## src/rtl/control_sequencer.sv

```systemverilog
// Microcoded T-state sequencer for the 8-bit bus CPU: steps fetch/execute states and drives the control word.
// Optional EARLY_STEP_RESET_EN: skip trailing empty T-states so short instructions finish early.
module control_sequencer #(
  parameter int NUM_STEPS = 5,
  parameter int STEP_W    = 3
) (
  input  logic              clk,
  input  logic              rst,
  input  logic              run,
  input  logic [3:0]        instr,
  input  logic              alu_overflow,
  input  logic              alu_zero,
  output logic [15:0]       ctrl,
  output logic [STEP_W-1:0] step,
  output logic              carry_flag,
  output logic              zero_flag,
  output logic              halted
);

  localparam logic [STEP_W-1:0] LAST_STEP = STEP_W'(NUM_STEPS - 1);

  localparam logic [15:0] C_HLT = 16'h8000;
  localparam logic [15:0] C_MI  = 16'h4000;
  localparam logic [15:0] C_RI  = 16'h2000;
  localparam logic [15:0] C_RO  = 16'h1000;
  localparam logic [15:0] C_IO  = 16'h0800;
  localparam logic [15:0] C_II  = 16'h0400;
  localparam logic [15:0] C_AI  = 16'h0200;
  localparam logic [15:0] C_AO  = 16'h0100;
  localparam logic [15:0] C_EO  = 16'h0080;
  localparam logic [15:0] C_SU  = 16'h0040;
  localparam logic [15:0] C_BI  = 16'h0020;
  localparam logic [15:0] C_OI  = 16'h0010;
  localparam logic [15:0] C_CE  = 16'h0008;
  localparam logic [15:0] C_CO  = 16'h0004;
  localparam logic [15:0] C_J   = 16'h0002;
  localparam logic [15:0] C_FI  = 16'h0001;

  typedef enum logic [3:0] {
    OP_NOP = 4'h0,
    OP_LDA = 4'h1,
    OP_ADD = 4'h2,
    OP_SUB = 4'h3,
    OP_STA = 4'h4,
    OP_LDI = 4'h5,
    OP_JMP = 4'h6,
    OP_JC  = 4'h7,
    OP_JZ  = 4'h8,
    OP_OUT = 4'hE,
    OP_HLT = 4'hF
  } opcode_t;

  // Microcode ROM: control word for a given opcode, T-state and flag state.
  function automatic logic [15:0] decode(input logic [3:0] op, input logic [STEP_W-1:0] t,
                                         input logic cf, input logic zf);
    logic [15:0] w;
    w = '0;
    case (int'(t))
      0: w = C_CO | C_MI;
      1: w = C_RO | C_II | C_CE;
      2: begin
        case (op)
          OP_LDA, OP_ADD, OP_SUB, OP_STA: w = C_IO | C_MI;
          OP_LDI: w = C_IO | C_AI;
          OP_JMP: w = C_IO | C_J;
          OP_JC:  w = cf ? (C_IO | C_J) : '0;
          OP_JZ:  w = zf ? (C_IO | C_J) : '0;
          OP_OUT: w = C_AO | C_OI;
          OP_HLT: w = C_HLT;
          default: w = '0;
        endcase
      end
      3: begin
        case (op)
          OP_LDA:         w = C_RO | C_AI;
          OP_ADD, OP_SUB: w = C_RO | C_BI;
          OP_STA:         w = C_AO | C_RI;
          default:        w = '0;
        endcase
      end
      4: begin
        case (op)
          OP_ADD:  w = C_EO | C_AI | C_FI;
          OP_SUB:  w = C_EO | C_AI | C_SU | C_FI;
          default: w = '0;
        endcase
      end
      default: w = '0;
    endcase
    return w;
  endfunction

  logic [15:0]       word;
  logic [STEP_W-1:0] step_inc;
  logic [STEP_W-1:0] step_nxt;

  assign word     = decode(instr, step, carry_flag, zero_flag);
  assign step_inc = step + 1'b1;

  always_comb begin
    ctrl = '0;
    if (!rst && run) begin
      ctrl = halted ? C_HLT : word;
    end
  end

  always_comb begin
    step_nxt = (step == LAST_STEP) ? '0 : step_inc;
`ifdef EARLY_STEP_RESET_EN
    // Retire as soon as the remaining microcode is empty.
    if (step != '0 && step != LAST_STEP &&
        decode(instr, step_inc, carry_flag, zero_flag) == '0) begin
      step_nxt = '0;
    end
`endif
  end

  // The HLT edge latches halted and leaves step parked on the HLT T-state.
  always_ff @(posedge clk or posedge rst) begin
    if (rst) begin
      step       <= '0;
      carry_flag <= 1'b0;
      zero_flag  <= 1'b0;
      halted     <= 1'b0;
    end else if (run && !halted) begin
      if (word[15]) begin
        halted <= 1'b1;
      end else begin
        step <= step_nxt;
      end
      if (word[0]) begin
        carry_flag <= alu_overflow;
        zero_flag  <= alu_zero;
      end
    end
  end

endmodule

```

## config.mk

```make
export PLATFORM = sky130hd
export DESIGN_NAME = control_sequencer
export DESIGN_NICKNAME = d
export VERILOG_FILES = /design/src/rtl/control_sequencer.sv
export SDC_FILE = /design/constraint.sdc
export NUM_CORES = 1
export LEC_CHECK = 0
export ABC_AREA = 1
export CORE_AREA = 2 2 43 45
export CTS_CLUSTER_DIAMETER = 30
export DETAILED_ROUTE_END_ITERATION = 12
export DIE_AREA = 0 0 45 47
export GPL_ROUTABILITY_DRIVEN = 0
export GPL_TIMING_DRIVEN = 0
export PLACE_DENSITY = 0.81
export SLEW_MARGIN = 20
export SYNTH_ARGS = -nofsm -noshare
export SYNTH_HDL_FRONTEND = slang
export SYNTH_SLANG_ARGS = --single-unit
```

## constraint.sdc

```tcl
create_clock -name clk -period 3.4 [get_ports clk]
set_input_delay 0.68 -clock clk [delete_from_list [all_inputs] [get_ports clk]]
set_output_delay 0.68 -clock clk [all_outputs]
set_load 0.02 [all_outputs]
```

==> run summary <==
Once layout is complete, the utilization of the core stands at 63.0%. The final-report max-slew violation count was 0. The final route contains 798 vias.

The most common cell in the synthesized netlist is sky130_fd_sc_hd__nand2_1. Startpoint of the lowest-slack hold path: halted. Summing all placed instances gives a cell area of 1020 µm². The area fraction in compound gates after synthesis works out to 13.7%. Dominant combinational cell family by area after synthesis: simple AND/OR/NAND/NOR gates. STA classifies the critical path endpoint as an output pin. The logs give 1040 µm² for the final non-filler cell area and 307 MHz for the achievable frequency.

The synthesized netlist devotes 9.01% of its cell area to adder and majority cells. The final sum of negative setup slack is 0 ns, and the buffer depth of the longest clock path is 2. The area share of and/or/nand/nor cells after synthesis is 43.8%. In the post-synthesis netlist, the biggest area contributors are sky130_fd_sc_hd__dfrtp_1 (22%), sky130_fd_sc_hd__nand2_1 (14%), sky130_fd_sc_hd__nor2_1 (9.7%). The number of global-route vias before repair was 732; the via-per-instance ratio was 5.05.

The tools report the number of setup buffers added after CTS as 0. The later pin in the worst-skew pair is clocked with a latency of 0.24 ns. For the pin with the worst max-slew slack, the measured transition is 0.345 ns. Number of antenna violations at the first check in global routing: 0. The worst setup path is launched from an input pin. After synthesis, the share of cell area in mux cells is 0%. The post-synthesis cell type count was 21; the area share of the largest cell type after synthesis was 21.6%. The first-pass GRT wire length was 2.88 mm.

After synthesis the netlist holds a flip-flop and latch count of 6. CTS saw 6 sinks. The initial utilization of the core area, before any placement, comes to 42.0%.

For the worst setup path, the data required time is 2.72 ns. The die footprint came out at 2120 µm². The kind of path behind the tightest hold check was reg2reg. Of all cell types, the one taking the most synthesized area is sky130_fd_sc_hd__dfrtp_1. The detailed-placement wirelength estimate came out at 1.46 mm. Setup violations remaining at the end of the flow were counted as 0.

The run gives 77.0% as the relative max-transition margin. The cell count after placement is 155. The run finished with clean final reports.

The logs give 157 for the final-stage net count and 694 µm² for the summed instance area of the synthesized netlist. The run gives 21.6% as the sequential share of the synthesized area. The total power divided by cell area was 164 nW/µm²; the remaining antenna violation count after routing was 0. Counting every net in the synthesized netlist gives 122. The synthesized-area fraction occupied by xor and xnor cells works out to 0%. TritonCTS built the clock tree. In the finished design, the share of the clock period the worst path needs comes to 95.9%. The chip width is 45 µm. Clock-pin slew was measured on the worst setup and hold paths at 0.05 ns.

Before antenna repair, the detailed router went through 4 iterations. Clock tree synthesis selected as its root buffer the cell sky130_fd_sc_hd__clkbuf_4. The depth of the CTS H-tree was 1; the post-layout instance count excluding filler cells was 158. The peak supply drop was 0.162 mV. The average instance in the mapped netlist occupies 6.43 µm². Ranked by instance count, the synthesized netlist is headed by sky130_fd_sc_hd__nand2_1 (26), sky130_fd_sc_hd__nor2_1 (18), sky130_fd_sc_hd__inv_1 (14).

For the final number of hold-violating endpoints, the log shows 0. Setup repair after global routing left no endpoint under its margin. In the final routed layout, each cell accounts on average for 10.9 µm. The number of enable flip-flop cells after synthesis was 0. The worst setup path is of the in2out kind. The most used flip-flop cell after synthesis is sky130_fd_sc_hd__dfrtp_1. The setup skew after layout was 0.000321 ns. From bottom edge to top edge, the die measures 47 µm. The floorplan has 15 rows. Of the cells placed in the final design, the portion with a size suffix greater than 1 is 19.1%. The logs give 0 for the number of antenna diodes and 0 for the Yosys warning count.

In this run the worst setup path begins at instr[3]. The pin count of the biggest net entering global routing was 8. TritonCTS created 3 clock buffers. The relative area change from synthesis to final layout came out at 49.9%. The fraction of registers with async set/reset was 100%. Data arrives at the worst endpoint at 2.58 ns. In this run, the number of DRC markers left after iteration 0 of detailed routing was 24. For the finished layout, the period the worst path requires is 3.26 ns.

The total wirelength of the detailed-routed design is 1.72 mm. In the routed design, unresolved DRC markers number 0. The largest fanout on the critical path is 5, and the count of pins on the block boundary is 31.

Count of input and output buffers: 30. Across the run, the number of max-cap violations was 0. Global routing used 18.1% of the available tracks across all layers. The analysis attributes to cell leakage a power of 0.476 nW.

Counting every instance in the synthesized netlist gives 108. The run gives 1650 µm² as the placeable core region. The startpoint identified for the worst register-to-register timing path is step[0]. The final global-route overflow total came out at 0.
## flip-flops by register name, indices dropped and copies added, names as in the netlist
register / count
zero_flag: 1
step: 3
halted: 1
carry_flag: 1
## final cells by class
type | instances | area, µm²
Buffer | 2 | 15.0
Timing Repair Buffer | 30 | 303
Clock buffer | 3 | 22.5
Multi-Input combinational cell | 82 | 462
Tap cell | 17 | 21.3
Fill cell | 151 | 611
Sequential cell | 6 | 150
Inverter | 18 | 67.6
## per-stage QoR
stage               hold slack, ns  worst slack, ns  total power [mW]
floorplan                    0.479             1.02            0.0881
global placement             0.493            0.134             0.105
detailed placement           0.516           0.0710             0.105
CTS                          0.529           0.0647             0.173
global route                 0.556           0.0170             0.179
finish                       0.529            0.139             0.171
## cell families (layout without fill, tap and decap cells)
kind of cell,Yosys count,count (layout)
flip-flops,6,6
buffers and inverters,20,53
adder cells (fa/ha/maj),5,5
AND/OR/NAND/NOR,63,63
AO/OA/AOI/OAI,14,14
## path summary, 6_finish.rpt
check / endpoint / slack (ns) / cells after the start
hold reg to reg: halted / 0.53 / 2
setup / recovery: ctrl[7] / 0.14 / 8
min in group asynchronous: carry_flag / 0.77 / 2
hold / removal: halted / 0.53 / 2
max in group asynchronous: step[2] / 2.43 / 2
setup reg to reg: step[0] / 1.87 / 8
## worst max-delay path: stages
cell	delay (ns)
sky130_fd_sc_hd__clkdlybuf4s50_1	0.52
sky130_fd_sc_hd__nor2_4	0.19
sky130_fd_sc_hd__nand2_2	0.09
sky130_fd_sc_hd__nor2_4	0.11
sky130_fd_sc_hd__nand2_2	0.11
sky130_fd_sc_hd__nor2_1	0.15
sky130_fd_sc_hd__buf_4	0.13
sky130_fd_sc_hd__clkdlybuf4s50_1	0.59
## power by group
part | internal, mW | switching [mW] | leakage, nW
combinational | 0.0140 | 0.0186 | 0.389
sequential | 0.0716 | 0 | 0.0734
clock | 0.0400 | 0.0268 | 0.0138
total | 0.126 | 0.0455 | 0.476
## cells in the final DEF (no fill, tap or decap), types with 2 or more instances in the layout
cell	instances
sky130_fd_sc_hd__nand2_1	26
sky130_fd_sc_hd__buf_4	2
sky130_fd_sc_hd__ha_1	5
sky130_fd_sc_hd__nor2_2	2
sky130_fd_sc_hd__nor2_4	2
sky130_fd_sc_hd__nor2_1	18
sky130_fd_sc_hd__inv_1	14
sky130_fd_sc_hd__clkbuf_4	3
sky130_fd_sc_hd__o21ai_2	4
sky130_fd_sc_hd__nand3_1	6
sky130_fd_sc_hd__dfrtp_1	6
sky130_fd_sc_hd__a21oi_1	5
sky130_fd_sc_hd__clkdlybuf4s50_1	29
sky130_fd_sc_hd__inv_2	4
sky130_fd_sc_hd__o21ai_1	3
sky130_fd_sc_hd__nand2_2	4
## repair_timing
action / in CTS / in global routing
hold buffers: 0 / 0
resized for setup: 0 / 1
endpoints found under the setup margin: 0 / 1
## per-layer routing
layer / track usage [%] / up-vias / routed length (µm)
met5: 0 / - / 0
met4: 7.06 / 0 / 0
met3: 1.92 / 0 / 101
met2: 33.4 / 28 / 912
met1: 21.4 / 368 / 707
li1: - / 402 / -
No activity file was read; power rests on OpenSTA's default activity.
